**src/rtl/fifo_controller_if.sv**
```systemverilog
// ----------------------------------------------------------------------------
// fifo_controller_if
//   Handshake bundle between a producer/consumer (master) and the FIFO (slave).
//   Signals:
//     data               master -> slave  write data word
//     write              master -> slave  push request (one push per clock)
//     read               master -> slave  pop request (one pop per clock)
//     empty              slave  -> master occupancy == 0
//     full               slave  -> master occupancy == DEPTH
//     half_full          slave  -> master occupancy >= DEPTH/2
//     three_quarter_full slave  -> master occupancy >= 3*DEPTH/4
//     out                slave  -> master registered read data
// ----------------------------------------------------------------------------
interface fifo_controller_if #(
    parameter int WIDTH = 32
);
    logic [WIDTH-1:0] data;
    logic             write;
    logic             read;
    logic             empty;
    logic             full;
    logic             half_full;
    logic             three_quarter_full;
    logic [WIDTH-1:0] out;

    modport master (
        output data, write, read,
        input  empty, full, half_full, three_quarter_full, out
    );

    modport slave (
        input  data, write, read,
        output empty, full, half_full, three_quarter_full, out
    );
endinterface

```
**src/rtl/fifo_controller.sv**
```systemverilog
// ----------------------------------------------------------------------------
// fifo_controller
//   Single-clock FIFO of DEPTH words, WIDTH bits each, with occupancy flags.
//   Used as a rate-matching queue between two blocks in the same clock domain.
//   Ports:
//     i_clk   rising-edge clock
//     i_rst   synchronous reset, active-high; overrides read and write
//     bus     fifo_controller_if.slave: data/write/read in,
//             empty/full/half_full/three_quarter_full/out out
//   A read returns its word on out right after the accepting edge; out holds
//   otherwise. Flags decode the registered count, so they change only after
//   a clock edge and never glitch between edges.
// ----------------------------------------------------------------------------
module fifo_controller #(
    parameter int WIDTH = 32,
    parameter int DEPTH = 16,
    parameter int AW    = 4
) (
    input  logic                  i_clk,
    input  logic                  i_rst,
    fifo_controller_if.slave      bus
);
    localparam logic [AW:0] LP_FULL_CNT = (AW+1)'(DEPTH);
    localparam logic [AW:0] LP_HALF_CNT = (AW+1)'(DEPTH / 2);
    localparam logic [AW:0] LP_TQ_CNT   = (AW+1)'((3 * DEPTH) / 4);

    logic [WIDTH-1:0] r_mem [DEPTH];
    logic [AW-1:0]    r_wr_ptr;
    logic [AW-1:0]    r_rd_ptr;
    logic [AW:0]      r_count;
    logic [WIDTH-1:0] r_out;

    logic             w_empty;
    logic             w_full;
    logic             w_wr_en;
    logic             w_rd_en;

    // Occupancy decode and request qualification.
    always_comb begin
        w_empty = (r_count == (AW+1)'(0));
        w_full  = (r_count == LP_FULL_CNT);
        if (i_rst) begin
            w_wr_en = 1'b0;
            w_rd_en = 1'b0;
        end else begin
            w_wr_en = bus.write && !w_full;
            w_rd_en = bus.read  && !w_empty;
        end
    end

    // Storage array; contents are deliberately left unreset.
    always_ff @(posedge i_clk) begin
        if (w_wr_en) begin
            r_mem[r_wr_ptr] <= bus.data;
        end
    end

    // Pointers, count and registered read data.
    always_ff @(posedge i_clk) begin
        if (i_rst) begin
            r_wr_ptr <= {AW{1'b0}};
            r_rd_ptr <= {AW{1'b0}};
            r_count  <= {(AW+1){1'b0}};
            r_out    <= {WIDTH{1'b0}};
        end else begin
            if (w_wr_en) begin
                r_wr_ptr <= r_wr_ptr + AW'(1);
            end
            if (w_rd_en) begin
                r_rd_ptr <= r_rd_ptr + AW'(1);
                r_out    <= r_mem[r_rd_ptr];
            end
            // Simultaneous accepted read and write leaves count unchanged.
            case ({w_wr_en, w_rd_en})
                2'b10:   r_count <= r_count + (AW+1)'(1);
                2'b01:   r_count <= r_count - (AW+1)'(1);
                default: r_count <= r_count;
            endcase
        end
    end

    // Drive interface outputs from registered state.
    always_comb begin
        bus.empty              = w_empty;
        bus.full               = w_full;
        bus.half_full          = (r_count >= LP_HALF_CNT);
        bus.three_quarter_full = (r_count >= LP_TQ_CNT);
        bus.out                = r_out;
    end
endmodule

```
**src/flat_wrapper.sv**
```systemverilog
// flat-port wrapper written by rule: the top's interface ports become plain ports
module fifo_controller_flat 
#(
    parameter int WIDTH = 32,
    parameter int DEPTH = 16,
    parameter int AW    = 4
)
  (i_clk, i_rst, bus_data, bus_write, bus_read, bus_empty, bus_full, bus_half_full, bus_three_quarter_full, bus_out);
  fifo_controller_if #(.WIDTH(WIDTH)) bus_i ();
  input  logic i_clk;
  input  logic i_rst;
  input wire logic [$bits(bus_i.data)-1:0] bus_data;
  input wire logic [$bits(bus_i.write)-1:0] bus_write;
  input wire logic [$bits(bus_i.read)-1:0] bus_read;
  output wire logic [$bits(bus_i.empty)-1:0] bus_empty;
  output wire logic [$bits(bus_i.full)-1:0] bus_full;
  output wire logic [$bits(bus_i.half_full)-1:0] bus_half_full;
  output wire logic [$bits(bus_i.three_quarter_full)-1:0] bus_three_quarter_full;
  output wire logic [$bits(bus_i.out)-1:0] bus_out;
  assign bus_i.data = bus_data;
  assign bus_i.write = bus_write;
  assign bus_i.read = bus_read;
  assign bus_empty = bus_i.empty;
  assign bus_full = bus_i.full;
  assign bus_half_full = bus_i.half_full;
  assign bus_three_quarter_full = bus_i.three_quarter_full;
  assign bus_out = bus_i.out;
  fifo_controller #(.WIDTH(WIDTH), .DEPTH(DEPTH), .AW(AW)) u_core (.i_clk(i_clk), .i_rst(i_rst), .bus(bus_i));
endmodule
```
**config.mk**
```make
export PLATFORM = sky130hd
export DESIGN_NAME = fifo_controller_flat
export DESIGN_NICKNAME = d
export VERILOG_FILES = /design/src/rtl/fifo_controller_if.sv /design/src/rtl/fifo_controller.sv /design/src/flat_wrapper.sv
export SDC_FILE = /design/constraint.sdc
export NUM_CORES = 1
export LEC_CHECK = 0
export ABC_AREA = 1
export BUFFER_PORTS_ARGS = -buffer_cell sky130_fd_sc_hd__buf_2
export CORE_ASPECT_RATIO = 0.75
export CORE_MARGIN = 1
export CORE_UTILIZATION = 62
export DETAILED_ROUTE_END_ITERATION = 8
export PLACE_DENSITY = 0.78
export SLEW_MARGIN = 20
export SYNTH_ARGS = -nofsm -noshare
export SYNTH_HDL_FRONTEND = slang
export SYNTH_SLANG_ARGS = --single-unit
```
**constraint.sdc**
```tcl
create_clock -name i_clk -period 3.3 [get_ports i_clk]
set_input_delay 0.33 -clock i_clk [delete_from_list [all_inputs] [get_ports i_clk]]
set_output_delay 0.33 -clock i_clk [all_outputs]
set_load 0.005 [all_outputs]
```
### Word-level counts from Yosys, hierarchy flattened

Memories as Yosys holds them, arrays and structs flattened. A register that Yosys moved wholly into a read port is not among the register bits.
Index checks and enable logic that the tools add are counted.

* input port bits: 36
* output and inout port bits: 36
* memories kept: 1
* logic and storage cells: 24
* register bits: 13
* memory bits (writable): 512

Memories
* u_core.r_mem: words 16, bits a word 32, rd ports 1, clocked after memory_dff 1, write ports 1, line fifo_controller.sv:27 `logic [WIDTH-1:0] r_mem [DEPTH];`

* multiplexer cells: 5
* magnitude comparators: 2
* add/subtract/negate cells: 4
* equality and inequality tests: 3
* reductions and logical operators: 6

Operators by type and width (count)
* greater-or-equal comparator 5 x 4 -> 1 bit, second input constant: 2
* case mux 5 bit (2 select lines): 1
* adder 4 x 1 -> 4 bit, second input constant: 2
* adder 5 x 1 -> 5 bit, second input constant: 1
* == test 5 bit, second input constant: 1
* logical NOT 5 bit: 1
* subtractor 5 x 1 -> 5 bit, second input constant: 1
* two-way mux 1 bit: 4
* == test 2 x 1 -> 1 bit, second input constant: 1
* == test 2 bit, second input constant: 1
* logical AND 1 bit: 2
* logical NOT 1 bit: 2
* nonzero test 2 bit: 1

### Longest topological paths before layout

Gate-level depths: netlist (run 1).

* depth after elaboration: 6
* gate-level depth with buffers: 12
* depth with buffers taken out: 12

### Worst setup path before layout (run 1)

OpenSTA, ideal clock, no wires.

* path type: register to register
* from: register u_core.r_count[1]
* to: memory u_core.r_mem[11][0] (enable)
* arrival: 2.383 ns
* stages on the path, launching flop included: 7
* required time: 2.879 ns
* setup time: 0.421 ns
* period minus slack after synthesis: 2.804 ns
* path buffers: 0
* setup slack: 0.496 ns
* cells stage by stage: dfxtp_1 inv_1 nand4_1 nand2_1 nor2_1 nand3_1 nor2_1

* longest elaborated chain between the ends: 6

Ends and longest elaborated chain
* start: declaration: line fifo_controller.sv:30 `logic [AW:0] r_count;`
* start signal: assignment: line fifo_controller.sv:63 `r_count <= {(AW+1){1'b0}};`
* start signal: assignment: line fifo_controller.sv:75 `2'b10: r_count <= r_count + (AW+1)'(1);`
* start signal: assignment: line fifo_controller.sv:76 `2'b01: r_count <= r_count - (AW+1)'(1);`
* == test 5 bit: line fifo_controller.sv:41 `w_full = (r_count == LP_FULL_CNT);`
* logical NOT 1 bit: line fifo_controller.sv:46 `w_wr_en = bus.write && !w_full;`
* logical AND 1 bit: line fifo_controller.sv:46
* two-way mux 1 bit: line fifo_controller.sv:42 `if (i_rst) begin`
* two-way mux 1 bit: line fifo_controller.sv:53 `if (w_wr_en) begin`
* two-way mux 1 bit (not written as such): line fifo_controller.sv:54 `r_mem[r_wr_ptr] <= bus.data;`
* end: declaration: line fifo_controller.sv:27

No other way between the ends.

### Final worst setup path (run 1)

* from: register u_core.r_count[1]
* to: memory u_core.r_mem[10][18] (enable)

The elaborated chain is that of the path after synthesis.

==> flow_summary.ini, run 1 <==
[status]
status = finished, final reports clean

[setup_path]
r2r_end = u_core.r_mem[10][18]
crit_slowest_cell = nor2_4
reg2reg_depth = 7
endpoint_kind = flip-flop
cp_max_fo = 17
cpPeakStageDelay_ps = 610
timing.critical_path.cells = inv_1, nand4_1, nand2_1, nor2_1, nand2_1, nor2_4, buf_4
startpoint_type = flip-flop
critical_path_class = flip-flop to flip-flop
regToRegStartpoint = u_core.r_count[1]
cp.required_ps = 3580
ff2ff_setup_slack_ps = 700
cpMostUsedCell = nand2_1
cp_data_arrival_time_ps = 2870

[power_and_ir_drop]
p_int_mw = 11.6
peakVddDrop_v = 0.000519
p_seq_share_pct = 49.9
power.density_nw_per_um2 = 641
swShare_pct = 27.0
switching_power_mw = 4.31
comb_power_share_pct = 15.4
pwr-share-clk_pct = 34.8
power_leakage_nw = 9.31

[cts]
clock_latency_ps = 590
cts_buffers = 50
cts.sinks = 557
cts.path.max_buffers = 3
postCtsSetupBuffers = 0
cts_root_buffer = clkbuf_16
cts-resized-gates = 0
clk_pin_slew_ps = 60
cts_tree = done
htreeDepth = 2
cts_hold_buffers = 0

[timing]
rsz0062_at_grt = no
finalCritPeriodShare_pct = 78.7
skew_ps = 26.3
fin_setup_tns_ps = 0
maxSlewHeadroom_pct = 21.6
hold-worst-slack_ps = 95.7
slew_viol_final = 0
fmax_mhz = 385
finalCriticalPeriod_ps = 2600
setup_viol = 0
finalHoldViolCount = 0
worst_pin_slew_ps = 1180
worst_slack_ps = 704

[cells_and_area]
layout_common_cells = 743 x nand2_1, 512 x edfxtp_1, 421 x nand3_1, 71 x buf_2, 51 x clkbuf_16
drive_gt1_share_pct = 10.0
diodes = 0
final_common_cell = nand2_1
area_growth_pct = 10.6
fin_nets = 2036
fin_util_pct = 69.5

[die]
initial_core_util_pct = 62.8
coreArea_um2 = 35800
io_pins = 72
rows = 60
die_y_um = 167
dieArea_um2 = 37100
die_w_um = 222

[placement]
dp_slack_ps = 699
io_buffers = 71
dp_hpwl_mm = 29.5
gp_congestion = 0.847

[yosys]
synthesis.area_um2 = 22500
synth-seq-cells = 557
yosysSeqAreaShare_pct = 72.4
yosysTopAreaCell = edfxtp_1
synth_fp_nets = 1991
ys_types = 24
yosys_warnings = 0
synth_top_area_share_pct = 68.4
synth.avg_cell_area_um2 = 11.6
synthCells = 1945
netlist_top_cells_area = edfxtp_1 68%, nand2_1 12%, nand3_1 9.4%

[global_route]
grt_pass1_vias = 14100
grt_overflow = 0
grt_pass1_wl_mm = 81.3
antenna_found_initial = 0
track_usage_pct = 28.7
grt_max_degree = 258

[drt]
drt-wirelength-per-cell_um = 21.1
antenna_left = 0
drtIter0Drc = 1793
via_count = 14800
drc_errors = 0
routed_wl_mm = 52.6
firstDrtPassIters = 5
viasPerCell = 5.94

[worst_hold_path]
hold_path_class = input pin to flip-flop
whs_endpoint = u_core.r_wr_ptr[3]
hold_depth = 3
hold_path.startpoint = bus_write

[flow_run]
drv_cap = 0
-- cell type report --
cell class | instances | area, µm²
sequential | 557 | 16300
fill | 2421 | 10900
multi-input combinational | 1241 | 5470
clock buffer | 74 | 1420
timing repair buffer | 111 | 856
tap | 465 | 582
clock inverter | 19 | 138
inverter | 29 | 116
-- kinds of logic after synthesis --
group / count (synthesis) / synth area share (%)
xor+xnor: 4 / 0.156
flops: 557 / 72.4
buf+inv: 147 / 3.87
fa+ha+maj: 10 / 0.590
compound gates: 24 / 0.545
simple gates: 1203 / 22.5
-- through the flow --
step	total power, mW	cells	area (µm²)
2_1_floorplan	9.86	1945	22500
3_3_place_gp	10.5	2403	23300
3_5_place_dp	10.5	2403	23300
4_1_cts	16.0	2496	24900
5_1_grt	16.5	2496	24900
6_report	16.0	2496	24900
-- flip-flops by register name (all words and copies together) (netlist names) --
| signal | cells |
|---|---|
| u_core.r_count | 5 |
| u_core.bus.out | 32 |
| u_core.r_rd_ptr | 4 |
| u_core.r_mem | 512 |
| u_core.r_wr_ptr | 4 |
-- routing by layer --
layer,vias up,global-route usage [%],wire (µm)
met3,102,4.92,5210
met1,7070,41.7,21500
li1,6831,-,-
met2,832,44.5,24400
met4,0,9.63,1510
met5,-,0,0
-- critical path, delay by kind of cell (launching register included) --
kind	cells	cell delay (ps)
buffers and inverters	2	390
flip-flops	1	350
AND/OR/NAND/NOR	5	1550
-- power groups by stage --
stage          registers (mW)  logic, mW  clock network, mW
4_1_cts                  7.95       2.43               5.57
5_1_grt                  7.96       2.72               5.84
3_3_place_gp             8.10       2.36                  0
3_5_place_dp             8.10       2.41                  0
6_report                 7.95       2.46               5.55
2_1_floorplan            8.06       1.80                  0
-- Yosys cell counts, drive strengths merged --
cell type  instances
nand2            743
edfxtp           512
nand3            421
buf              103
dfxtp             45
nor2              35
inv               29
clkbuf            15
a21oi             13
o21ai             10
ha                 9
xor2               3
nand4              2
nor3               2
a211oi             1
fa                 1
xnor2              1
-- worst max path at each step --
stage               slack (ps)                    to              start  depth (start not counted)
finish                     700  u_core.r_mem[10][18]  u_core.r_count[1]                          7
global route               460  u_core.r_mem[10][18]  u_core.r_count[1]                          7
CTS                        690  u_core.r_mem[10][26]  u_core.r_count[1]                          7
detailed placement         700  u_core.r_mem[10][15]  u_core.r_count[1]                          7
global placement           810  u_core.r_mem[10][11]  u_core.r_count[1]                          7
floorplan                  500   u_core.r_mem[11][0]  u_core.r_count[1]                          6
Note: power is estimated with default switching activity, not from simulation.
==> inputs of run 2 (changes only) <==
--- a/config.mk
+++ b/config.mk
@@ -5,13 +5,13 @@
 export SDC_FILE = /design/constraint.sdc
 export NUM_CORES = 1
 export LEC_CHECK = 0
-export ABC_AREA = 1
+export ABC_AREA = 0
 export BUFFER_PORTS_ARGS = -buffer_cell sky130_fd_sc_hd__buf_2
 export CORE_ASPECT_RATIO = 0.75
 export CORE_MARGIN = 1
-export CORE_UTILIZATION = 62
+export CORE_UTILIZATION = 61
 export DETAILED_ROUTE_END_ITERATION = 8
-export PLACE_DENSITY = 0.78
+export PLACE_DENSITY = 0.77
 export SLEW_MARGIN = 20
 export SYNTH_ARGS = -nofsm -noshare
 export SYNTH_HDL_FRONTEND = slang
==> constraint.sdc (replaced) <==
create_clock -name i_clk -period 2.55 [get_ports i_clk]
set_input_delay 0.255 -clock i_clk [delete_from_list [all_inputs] [get_ports i_clk]]
set_output_delay 0.255 -clock i_clk [all_outputs]
set_load 0.005 [all_outputs]
==> run 2 against run 1 <==
Against the previous run:
- the flow now finishes with violations (setup timing)
- die area down 4.0%
- final area down 2.0%
- clock skew down 8.3 ps
- routed wire length down 17%
- sequential share of layout area up 1.3 points
- largest cell class unchanged
==> flow_summary.ini, run 2 <==
[worst_hold_path]
whs_endpoint = u_core.r_mem[6][7]
hold_path.startpoint = bus_data[7]
hold_path_class = input pin to flip-flop
hold_depth = 1

[yosys]
synth_top_flop_cell = edfxtp_1
synth_fp_nets = 1043
synth.avg_cell_area_um2 = 21.3
yosys_warnings = 0
yosysSeqAreaShare_pct = 76.7
synth_edf_count = 512
synth-seq-cells = 557
synth_top_area_share_pct = 72.4
ys_types = 37
synth_most_common_cell = edfxtp_1
netlist_top_cells_area = edfxtp_1 72%, mux4_2 14%, dfxtp_1 4.2%
yosysTopAreaCell = edfxtp_1
synthesis.area_um2 = 21200
ys_top_cells_by_count = 512 x edfxtp_1, 128 x mux4_2, 95 x nor2_1
synthCells = 997
ys_async_sr_fraction_pct = 0

[timing]
finalCriticalPeriod_ps = 2630
finalHoldViolCount = 0
fmax_mhz = 380
finalCritPeriodShare_pct = 103
setup_viol = 1
worst_pin_slew_ps = 599
maxSlewHeadroom_pct = 60.0
skew_ps = 18.0
worst_slack_ps = -80.1
rsz0062_at_grt = yes
slew_viol_final = 0
hold-worst-slack_ps = 50.0
fin_setup_tns_ps = -80.1

[die]
dieArea_um2 = 35600
initial_core_util_pct = 62.6
io_pins = 72
die_y_um = 164
die_w_um = 217
rows = 58
coreArea_um2 = 33900

[drt]
antenna_left = 0
drc_errors = 0
firstDrtPassIters = 5
viasPerCell = 6.27
drt-wirelength-per-cell_um = 26.9
drtIter0Drc = 1040
via_count = 10200
routed_wl_mm = 43.5

[cells_and_area]
regMostFlops = u_core.r_mem
fin_util_pct = 71.9
fin_nets = 1176
layout_common_cells = 512 x edfxtp_1, 128 x mux4_2, 81 x nor2_1, 71 x buf_2, 65 x mux2i_1
fillerInstances = 1959
area_growth_pct = 14.8
drive_gt1_share_pct = 31.1
regArea_um2 = 16300
multi_input_area_um2 = 4830
final_common_cell = edfxtp_1
design_area_um2 = 24400
layout.cells.non_filler = 1620
largest_register_ffs = 512

[placement]
dpl_cell_area_um2 = 22800
dp_hpwl_mm = 22.1
place_inst = 1525
gp_congestion = 0.759
io_buffers = 71

[power_and_ir_drop]
peakVddDrop_v = 0.000537
power_leakage_nw = 7.90
power.density_nw_per_um2 = 782

[cts]
cts_buffers = 50
clk_pin_slew_ps = 60
htreeDepth = 2
cts.path.max_buffers = 3
cts.sinks = 557
cts_hold_buffers = 0
cts_root_buffer = clkbuf_16
cts_tree = done
clock_latency_ps = 570

[setup_path]
endpoint_kind = flip-flop
cp_max_fo = 3
reg2reg_depth = 10
cp_data_arrival_time_ps = 3080
startpoint_type = flip-flop
r2r_end = u_core.r_count[4]
regToRegStartpoint = u_core.r_count[0]
critical_path_class = flip-flop to flip-flop
ff2ff_setup_slack_ps = -80
cp.required_ps = 3000

[global_route]
grt_pass1_wl_mm = 64.8
grt_pass1_vias = 10500
grt_max_degree = 53
track_usage_pct = 25.6
antenna_found_initial = 4
grt_overflow = 0

[flow_run]
drv_cap = 0

[status]
status = finished with violations
violations = setup timing
[run 2: changes by cell type after synthesis, sizes merged, moves of 3 or more]
cell	before	now
a211o	0	32
a21oi	13	7
clkbuf	15	18
nand3	421	1
nor2	35	95
inv	29	9
nand2	743	10
buf	103	32
mux4	0	128
mux2i	0	65
o21ai	10	2
nor3	2	5
[run 2: timing repair]
action                     in CTS  in global routing
buffers inserted                2                  1
setup endpoints to repair       1                  2
resized for setup              11                  5
pin swaps                       7                  5
[run 2: worst max-delay path by stage]
stage                     endpoint              start
2_1_floorplan  u_core.r_mem[15][0]  u_core.r_count[0]
3_3_place_gp     u_core.r_count[4]  u_core.r_count[1]
3_5_place_dp     u_core.r_count[4]  u_core.r_count[1]
4_1_cts          u_core.r_count[4]  u_core.r_count[1]
5_1_grt          u_core.r_count[4]  u_core.r_count[0]
6_report         u_core.r_count[4]  u_core.r_count[0]
[run 2: where the power goes]
part	leakage (nW)	switching, mW	total (mW)	internal (mW)
sequential	4.98	0.122	10.2	10.1
combinational	2.19	0.837	1.81	0.975
clock	0.729	3.15	7.03	3.88
total	7.90	4.11	19.1	15.0
[run 2: critical path, stage by stage (launching register included)]
cell	delay, ps
dfxtp_2	340
or4_4	550
o21ai_4	160
nor2_2	70
ha_4	180
ha_4	270
nor2b_4	150
o21ai_2	80
nand3_1	80
or3b_4	370
mux2_2	270
[run 2: cells by family (layout without fill, tap and decap cells)]
family / count (synthesis) / in the layout / synth area share, %
AOI/OAI and AO/OA: 44 / 44 / 1.66
xor gates and xnor gates: 8 / 8 / 0.330
adders and majority gates: 10 / 10 / 0.625
buffers and inverters: 61 / 233 / 1.62
DFF: 557 / 557 / 76.7
muxes: 194 / 194 / 16.7
other: 0 / 1 / 0
and+or+nand+nor: 123 / 123 / 2.39
[run 2: layout make-up]
| cell class | count | share of cell area [%] |
|---|---|---|
| inverter | 9 | 0.139 |
| clock inverter | 23 | 0.662 |
| sequential | 557 | 66.8 |
| tap | 450 | 2.31 |
| antenna | 1 | 0.0103 |
| clock buffer | 68 | 5.50 |
| multi-input combinational | 379 | 19.8 |
| timing repair buffer | 133 | 4.75 |
[run 2: metal layers]
layer  vias up  routed length, µm  track usage (%)
met2       409              21700             41.9
met3        88               3060             4.28
met4         6               1030             7.87
met1      5300              17700             35.9
li1       4350                  -                -
met5         -                 33                0
[run 2: metrics by stage]
| stage | power (mW) | setup WS [ps] |
|---|---|---|
| final | 19.1 | -80.1 |
| after global routing | 19.7 | -164 |
| after CTS | 19.2 | -86.3 |
| after detailed placement | 12.2 | -225 |
| after global placement | 12.2 | -176 |
| after floorplan | 11.6 | -392 |
